`src/rtl/i2c_ack_monitor.sv`:
```
// i2c_ack_monitor
//   Watches one I2C acknowledge bit. After wait_ack arms it, the monitor waits
//   for SCL to go low, then for the next SCL rising edge. It then takes a
//   majority vote over SAMPLES consecutive SDA samples while SCL stays high and
//   reports ACK (SDA low) or N_ACK (SDA high) with a one-cycle ack_valid pulse.
//   An SCL high phase shorter than SAMPLES cycles is treated as a glitch and
//   ignored.
//
//   Optional feature, macro I2C_ACK_TIMEOUT_EN: bounds the wait for the SCL
//   rising edge to TIMEOUT_CYCLES cycles. On expiry the monitor reports N_ACK
//   with timeout and ack_valid pulsed together. Without the macro, timeout is
//   tied low and the wait is unbounded.
//
// Parameters
//   SAMPLES        - SDA samples per SCL high phase (odd, 1..15)
//   TIMEOUT_CYCLES - cycles from arm to SCL rising edge (2..65535)
// Ports
//   CLK       in  - sole clock, rising edge
//   RST       in  - synchronous active-high reset
//   wait_ack  in  - level enable, arms detection of one ACK bit
//   SDA       in  - asynchronous I2C data line
//   BUS_CLK   in  - asynchronous I2C SCL level (sampled as data)
//   ACK       out - last decision was acknowledge
//   N_ACK     out - last decision was not-acknowledge
//   ack_valid out - one-cycle pulse per decision
//   busy      out - armed and waiting/filtering
//   timeout   out - one-cycle pulse on a timeout decision
module i2c_ack_monitor #(
   parameter int unsigned SAMPLES        = 3,
   parameter int unsigned TIMEOUT_CYCLES = 1024
) (
   input  logic CLK,
   input  logic RST,
   input  logic wait_ack,
   input  logic SDA,
   input  logic BUS_CLK,
   output logic ACK,
   output logic N_ACK,
   output logic ack_valid,
   output logic busy,
   output logic timeout
);

   localparam int unsigned CW = $clog2(SAMPLES + 1);

   typedef enum logic [2:0] {IDLE, ARM, WAIT_RISE, FILTER, DONE} state_t;

   state_t        state_q, state_d;
   logic [1:0]    sda_sync, scl_sync;
   logic          sda_s, scl_s;
   logic [CW-1:0] cnt_q, cnt_d;
   logic [CW-1:0] ones_q, ones_d;
   logic [CW-1:0] ones_tot;
   logic          decide;
   logic          ack_q, ack_d;
   logic          nack_q, nack_d;
   logic          valid_q, valid_d;

   assign sda_s = sda_sync[1];
   assign scl_s = scl_sync[1];

`ifdef I2C_ACK_TIMEOUT_EN
   localparam int unsigned TW = $clog2(TIMEOUT_CYCLES + 1);
   logic [TW-1:0] tcnt_q, tcnt_d;
   logic          tmo_q, tmo_d;
   logic          tmo_hit;
   assign tmo_hit = (tcnt_q == TW'(TIMEOUT_CYCLES - 1));
   assign timeout = tmo_q;
`else
   assign timeout = 1'b0;
`endif

   always_ff @(posedge CLK) begin
      if (RST) begin
         sda_sync <= '0;
         scl_sync <= '0;
         state_q  <= IDLE;
         cnt_q    <= '0;
         ones_q   <= '0;
         ack_q    <= 1'b0;
         nack_q   <= 1'b0;
         valid_q  <= 1'b0;
`ifdef I2C_ACK_TIMEOUT_EN
         tcnt_q   <= '0;
         tmo_q    <= 1'b0;
`endif
      end else begin
         sda_sync <= {sda_sync[0], SDA};
         scl_sync <= {scl_sync[0], BUS_CLK};
         state_q  <= state_d;
         cnt_q    <= cnt_d;
         ones_q   <= ones_d;
         ack_q    <= ack_d;
         nack_q   <= nack_d;
         valid_q  <= valid_d;
`ifdef I2C_ACK_TIMEOUT_EN
         tcnt_q   <= tcnt_d;
         tmo_q    <= tmo_d;
`endif
      end
   end

   always_comb begin
      state_d  = state_q;
      cnt_d    = cnt_q;
      ones_d   = ones_q;
      ack_d    = ack_q;
      nack_d   = nack_q;
      valid_d  = 1'b0;
      decide   = 1'b0;
      ones_tot = '0;
`ifdef I2C_ACK_TIMEOUT_EN
      tcnt_d   = tcnt_q;
      tmo_d    = 1'b0;
`endif

      case (state_q)
         IDLE: begin
            if (wait_ack) begin
               state_d = ARM;
               ack_d   = 1'b0;
               nack_d  = 1'b0;
            end
         end
         ARM: begin
            if (!wait_ack)  state_d = IDLE;
            else if (!scl_s) state_d = WAIT_RISE;
         end
         WAIT_RISE: begin
            // Entered only with scl_s low, so scl_s high here is the rising edge.
            // The rise cycle itself supplies the first vote, which lets the
            // decision land SAMPLES cycles after SCL is first seen high.
            if (!wait_ack) begin
               state_d = IDLE;
            end else if (scl_s) begin
               ones_tot = CW'(sda_s);
               if (SAMPLES == 1) begin
                  decide = 1'b1;
               end else begin
                  state_d = FILTER;
                  cnt_d   = CW'(1);
                  ones_d  = ones_tot;
               end
            end
         end
         FILTER: begin
            if (!wait_ack) begin
               state_d = IDLE;
            end else if (!scl_s) begin
               state_d = WAIT_RISE;   // high phase too short: discard votes
            end else begin
               ones_tot = ones_q + CW'(sda_s);
               if (cnt_q == CW'(SAMPLES - 1)) begin
                  decide = 1'b1;
               end else begin
                  cnt_d  = cnt_q + CW'(1);
                  ones_d = ones_tot;
               end
            end
         end
         DONE: begin
            if (!wait_ack) state_d = IDLE;
         end
         default: state_d = IDLE;
      endcase

      if (decide) begin
         nack_d  = (ones_tot > CW'(SAMPLES / 2));
         ack_d   = !(ones_tot > CW'(SAMPLES / 2));
         valid_d = 1'b1;
         state_d = DONE;
      end

`ifdef I2C_ACK_TIMEOUT_EN
      // Timer covers ARM and WAIT_RISE only; it holds through FILTER so a
      // rejected glitch does not restart the allowance. Expiry outranks a
      // simultaneous rising edge; abort via wait_ack outranks both.
      if (state_q == IDLE && wait_ack) begin
         tcnt_d = '0;
      end else if ((state_q == ARM || state_q == WAIT_RISE) && wait_ack) begin
         if (tmo_hit) begin
            state_d = DONE;
            ack_d   = 1'b0;
            nack_d  = 1'b1;
            valid_d = 1'b1;
            tmo_d   = 1'b1;
            cnt_d   = cnt_q;
            ones_d  = ones_q;
         end else begin
            tcnt_d = tcnt_q + TW'(1);
         end
      end
`endif
   end

   assign ACK       = ack_q;
   assign N_ACK     = nack_q;
   assign ack_valid = valid_q;
   assign busy      = (state_q == ARM) || (state_q == WAIT_RISE) || (state_q == FILTER);

endmodule

```
`config.mk`:
```
export PLATFORM = sky130hd
export DESIGN_NAME = i2c_ack_monitor
export DESIGN_NICKNAME = d
export VERILOG_FILES = /design/src/rtl/i2c_ack_monitor.sv
export SDC_FILE = /design/constraint.sdc
export NUM_CORES = 1
export LEC_CHECK = 0
export ABC_AREA = 0
export BUFFER_PORTS_ARGS = -buffer_cell sky130_fd_sc_hd__clkbuf_2
export CAP_MARGIN = 20
export CORE_MARGIN = 2
export CORE_UTILIZATION = 28
export DETAILED_ROUTE_END_ITERATION = 12
export GPL_TIMING_DRIVEN = 0
export MAX_ROUTING_LAYER = met4
export PLACE_DENSITY = 0.5
export REMOVE_ABC_BUFFERS = 1
export SLEW_MARGIN = 20
export SYNTH_ARGS = -nofsm -noshare
export SYNTH_HDL_FRONTEND = slang
export SYNTH_SLANG_ARGS = --single-unit
export TNS_END_PERCENT = 30
```
`constraint.sdc`:
```
create_clock -name CLK -period 3.1 [get_ports CLK]
set_input_delay 0.62 -clock CLK [delete_from_list [all_inputs] [get_ports CLK]]
set_output_delay 0.62 -clock CLK [all_outputs]
set_load 0.02 [all_outputs]
```
==> qor.csv, run 1 <==
metric,value,unit
outcome,"complete, no violations",
clock skew,1.922,ps
crit path cell chain,"nor2_1, nor2_1, clkbuf_2",
Port Buffer Count,8,
CP max stage delay,450,ps
YS warnings,0,
root buf cell,clkbuf_4,
largest net degree at the start of global routing,17,
Post-synth EDFFs,0,
final worst-path cycle share,55.09,%
library cells used by synthesis,28,
initial antenna violation count,0,
clk slew on worst S/H paths,80,ps
CTS buffer count,3,
CTS tree,done,
Crit. End Element,primary output,
via count,469,
"non-filler cells, final",101,
top_reg_cell synth,dfxtp_1,
total power,0.3354,mW
DR WL/cell,10.87,microns
# fillers,221,
"most common cell after layout, fill and taps aside",dfxtp_1,
DR pass1 iterations,4,
leak pwr,0.2629,nW
first-pass GRT wire length,1945,microns
pre-CTS setup slack,1521,ps
number of global-route vias before repair,464,
Final Wtd Congestion,0.7361,
CTS max path bufs,2,
"Avg Cell Area, Syn",9.232,sq um
Placed Cells incl. Taps,97,
CP Data Required Time,2480,ps
RSZ-0062 raised after global routing,no,
sequential area share after synthesis,46.00,%
antenna violation net count after detailed routing,0,
Syn Inst Count,66,
Worst setup SP type,register,
clk sinks,14,
fin area,689.4,sq um
hold crit path type,register to register,
Post-CTS Repair Setup Buffers,0,
drc violations,0,
Post-Syn Area,609.3,sq um
Seq cells post-synth,14,
WP buf/inv,1,
layout cells sized above 1,17.57,%
Resized Gates After CTS,0,
post-placement cell area,653.1,sq um
antenna cells,0,
gr ovfl total,0,
DP HPWL,781.6,microns
chip height,50.65,microns
DIE WIDTH,50.65,microns
worst skew pair latency,280,ps
largest delay contributor family on the critical path,flip-flops,
core area,2002,sq um
cell row count,16,
Setup WS post-layout,1392,ps
Util after Layout,34.44,%
Setup CP Type,register to primary output,
Top-Level Pins,10,
Final Critical Period,1708,ps
# H-tree levels,1,
most frequent cell on the critical path,nor2_1,
hold_ws,447.0,ps
Max Cap Violations,0,
asr flop ratio synth,0,%
Final nets,82,
Crit Path Max Fanout,8,
Die Footprint,2565,sq um
power density over the cells,486.5,nW/um^2
starting density of the core,30.44,%
final wirelength,1098,microns
Final Slew Violations,0,
aggregate global-route resource usage,10.56,%
crit path DAT,1090,ps
Via-to-Cell Ratio,4.644,
critical path's slowest cell,dfxtp_1,
Final Setup Violations,0,
max frequency,585.5,MHz
CTS Hold Buffers Added,0,
DR iter-0 viols,8,
setup TNS,0,ps
VDD IR max,0.2106,mV
Fin. Hold Viols,0,
Area Growth Syn to Fin,13.14,%
most frequent cells in the layout,"14 x dfxtp_1, 8 x clkbuf_2, 7 x a21oi_1, 5 x nand2_1, 5 x nor2b_1",
## worst paths after layout
kind / to / depth (start not counted) / slack [ps] / start
min reg2reg: scl_sync[1]$_SDFF_PP0_ / 1 / 450 / scl_sync[0]$_SDFF_PP0_
min: scl_sync[1]$_SDFF_PP0_ / 1 / 450 / scl_sync[0]$_SDFF_PP0_
max reg2reg: state_q[0]$_SDFFE_PP0P_ / 5 / 1660 / cnt_q[0]$_SDFFE_PP0P_
max: busy / 3 / 1390 / state_q[0]$_SDFFE_PP0P_
## worst reg2reg max path: stages (launching register included)
cell and delay, ps:
dfxtp_1 370, inv_1 60, ha_1 210, nand2_1 230, nand2_1 80, a2111oi_0 380
## logic make-up after synthesis
family                     share of synthesized area (%)
and+or+nand+nor                                    26.49
AOI/OAI and AO/OA                                  14.17
DFF                                                46.00
buffers and inverters                              5.542
muxes                                              1.643
other                                             0.6154
adders and majority gates                          4.106
xor gates and xnor gates                           1.438
## cell usage after synthesis (2+ instances only)
| cell | count | area share, % |
|---|---|---|
| nand4b_1 | 2 | 2.9 |
| o21ai_0 | 2 | 1.6 |
| nand2_1 | 5 | 3.1 |
| a21oi_1 | 7 | 5.7 |
| dfxtp_1 | 14 | 46 |
| nor2b_1 | 5 | 5.1 |
| buf_4 | 2 | 2.5 |
| nor2_1 | 3 | 1.8 |
| nand4_1 | 2 | 2.1 |
| ha_1 | 2 | 4.1 |
| nand2b_1 | 3 | 3.1 |
| nor3_1 | 3 | 2.5 |
## final cells by class
type,count,area (sq um),area share [%]
multi-input combinational,47,295.3,42.83
sequential,14,280.3,40.65
timing repair buffer,8,40.04,5.808
clock buffer,4,36.28,5.263
tap,27,33.78,4.900
inverter,1,3.754,0.5445
## report_power, final
part / total, mW / internal, mW / switching (mW)
logic: 0.0181 / 0.00748 / 0.0106
clock network: 0.130 / 0.0715 / 0.0590
registers: 0.187 / 0.183 / 0.00334
total: 0.335 / 0.262 / 0.0729
## state kept, by name, indices dropped and copies added (netlist names)
register,cells
state_q,3
cnt_q,2
ones_q,2
scl_sync,2
sda_sync,2
ACK,1
N_ACK,1
ack_valid,1
## layer usage
layer  GRT usage [%]  vias up  routed length [microns]  share of wire (%)
li1                -      247                        -                  -
met4           4.054        0                       17                1.5
met3           4.464        2                       65                5.9
met5               -        -                        0                  0
met1           11.84      206                      555                 51
met2           16.67       14                      460                 42
(Power assumes the default switching activity.)
==> inputs of run 2 (changes only) <==
--- a/config.mk
+++ b/config.mk
@@ -13,7 +13,7 @@
 export DETAILED_ROUTE_END_ITERATION = 12
 export GPL_TIMING_DRIVEN = 0
 export MAX_ROUTING_LAYER = met4
-export PLACE_DENSITY = 0.5
+export PLACE_DENSITY = 0.52
 export REMOVE_ABC_BUFFERS = 1
 export SLEW_MARGIN = 20
 export SYNTH_ARGS = -nofsm -noshare
==> constraint.sdc (replaced) <==
create_clock -name CLK -period 1.5 [get_ports CLK]
set_input_delay 0.3 -clock CLK [delete_from_list [all_inputs] [get_ports CLK]]
set_output_delay 0.3 -clock CLK [all_outputs]
set_load 0.02 [all_outputs]
==> run 2 against run 1 <==
Net effect: design area is 1.5% lower; core utilization is 0.50 points lower; final cell count is 0.99% lower; clock power is 53% higher; critical path depth stayed put; register-to-register slack worse by 1500 ps; critical endpoint unchanged; largest cell class unchanged.
==> qor.csv, run 2 (synthesis gave the netlist of run 1 again) <==
metric,value,unit
outcome,"complete, no violations",
Hold Path End,sda_sync[0]$_SDFF_PP0_,
Worst setup SP type,register,
DIE WIDTH,50.65,microns
CTS buffer count,3,
DP HPWL,788.1,microns
Crit. End Element,primary output,
Final Critical Period,1370,ps
# fillers,226,
first-pass GRT wire length,1835,microns
CTS tree,done,
clk sinks,14,
clk slew on worst S/H paths,70,ps
Largest Register,state_q,
"non-filler cells, final",100,
WP buf/inv,1,
hold crit path type,input pin to register,
Port Buffer Count,8,
initial antenna violation count,0,
CTS max path bufs,2,
cell row count,16,
Placed Cells incl. Taps,97,
chip height,50.65,microns
Top-Level Pins,10,
power density over the cells,917.9,nW/um^2
Fin. Hold Viols,0,
Area Growth Syn to Fin,11.50,%
crit path cell chain,"nor2_1, nor2_1, clkbuf_2",
most frequent cell on the critical path,nor2_1,
largest delay contributor family on the critical path,flip-flops,
drc violations,0,
number of global-route vias before repair,402,
critical path's slowest cell,dfxtp_1,
R2R Path Start,cnt_q[0]$_SDFFE_PP0P_,
crit path DAT,1070,ps
Final nets,82,
aggregate global-route resource usage,9.789,%
Hold Crit Depth,2,
Die Footprint,2565,sq um
starting density of the core,30.44,%
max reg flops,3,
final wirelength,1088,microns
Final Wtd Congestion,0.7441,
DR iter-0 viols,5,
Final Setup Violations,0,
core area,2002,sq um
VDD IR max,0.4707,mV
antenna violation net count after detailed routing,0,
root buf cell,clkbuf_4,
Max Cap Violations,0,
# H-tree levels,1,
Min-Delay Startpoint,SDA,
"most common cell after layout, fill and taps aside",dfxtp_1,
CP max stage delay,450,ps
layout cells sized above 1,17.81,%
Final Slew Violations,0,
DR WL/cell,10.88,microns
worst skew pair latency,270,ps
Setup CP Type,register to primary output,
gr ovfl total,0,
leak pwr,0.2565,nW
most frequent cells in the layout,"14 x dfxtp_1, 8 x clkbuf_2, 7 x a21oi_1, 5 x nor2b_1, 4 x nand2_1",
Reg2Reg Depth,5,
max frequency,729.8,MHz
largest net degree at the start of global routing,17,
Crit Path Max Fanout,8,
DR pass1 iterations,4,
antenna cells,0,
hold_ws,236.0,ps
clock skew,3.403,ps
Via-to-Cell Ratio,4.830,
CP Data Required Time,1200,ps
RR Endpoint,state_q[0]$_SDFFE_PP0P_,
R2R setup slack,150,ps
final worst-path cycle share,91.35,%
via count,483,
[run 2: changes by cell type in the layout (fill, tap and decap cells not counted), sizes merged]
cell / previous run / this run
clkbuf: 12 / 11
[run 2: worst max-delay path by stage]
stage / from / endpoint / slack [ps] / cells past startpoint
finish: state_q[0]$_SDFFE_PP0P_ / busy / 130 / 3
global placement: cnt_q[0]$_SDFFE_PP0P_ / state_q[0]$_SDFFE_PP0P_ / 100 / 5
floorplan: cnt_q[0]$_SDFFE_PP0P_ / state_q[0]$_SDFFE_PP0P_ / 260 / 5
CTS: cnt_q[0]$_SDFFE_PP0P_ / state_q[0]$_SDFFE_PP0P_ / 70 / 5
global route: cnt_q[0]$_SDFFE_PP0P_ / state_q[0]$_SDFFE_PP0P_ / -5 / 5
detailed placement: cnt_q[0]$_SDFFE_PP0P_ / state_q[0]$_SDFFE_PP0P_ / 90 / 5
[run 2: cell type report]
cell class	instances	area [sq um]	area share (%)
Multi-Input combinational cell	47	299.0	44.01
Sequential cell	14	280.3	41.25
Timing Repair Buffer	8	40.04	5.893
Tap cell	27	33.78	4.972
Clock buffer	3	22.52	3.315
Inverter	1	3.754	0.5525
[run 2: routing by layer]
metal	vias up	global-route usage, %	share of wire, %
li1	248	-	-
met1	222	12.57	48
met2	11	13.82	46
met3	2	5.357	5.3
met4	0	1.351	0.83
met5	-	-	0
[run 2: what timing repair did]
action | in CTS | in global routing
setup buffers | 0 | 0
resized for setup | 0 | 2
setup endpoints to repair | 0 | 1
hold buffers | 0 | 0
[run 2: power by group]
part	internal, mW	switching (mW)	total [mW]	leakage, nW
Sequential	0.379	0.00711	0.386	0.114
Clock	0.0929	0.106	0.199	0.0138
Combinational	0.0159	0.0226	0.0386	0.129
[run 2: worst reg2reg max path: stages, from the launching register on]
cell,delay (ps)
dfxtp_1,350
inv_1,50
ha_1,230
nand2_2,170
nand2_1,70
a2111oi_1,370
[run 2: stage by stage]
step	total power [mW]	setup WS (ps)	area [sq um]	TNS [ps]	utilization, %
detailed placement	0.4331	89.11	653.1	0	32.63
global route	0.6589	-5.325	679.4	-5.325	33.94
floorplan	0.4151	260.8	579.3	0	-
global placement	0.4318	100.9	653.1	0	32.63
CTS	0.6345	67.90	675.6	0	33.75
finish	0.6236	129.7	679.4	0	33.94
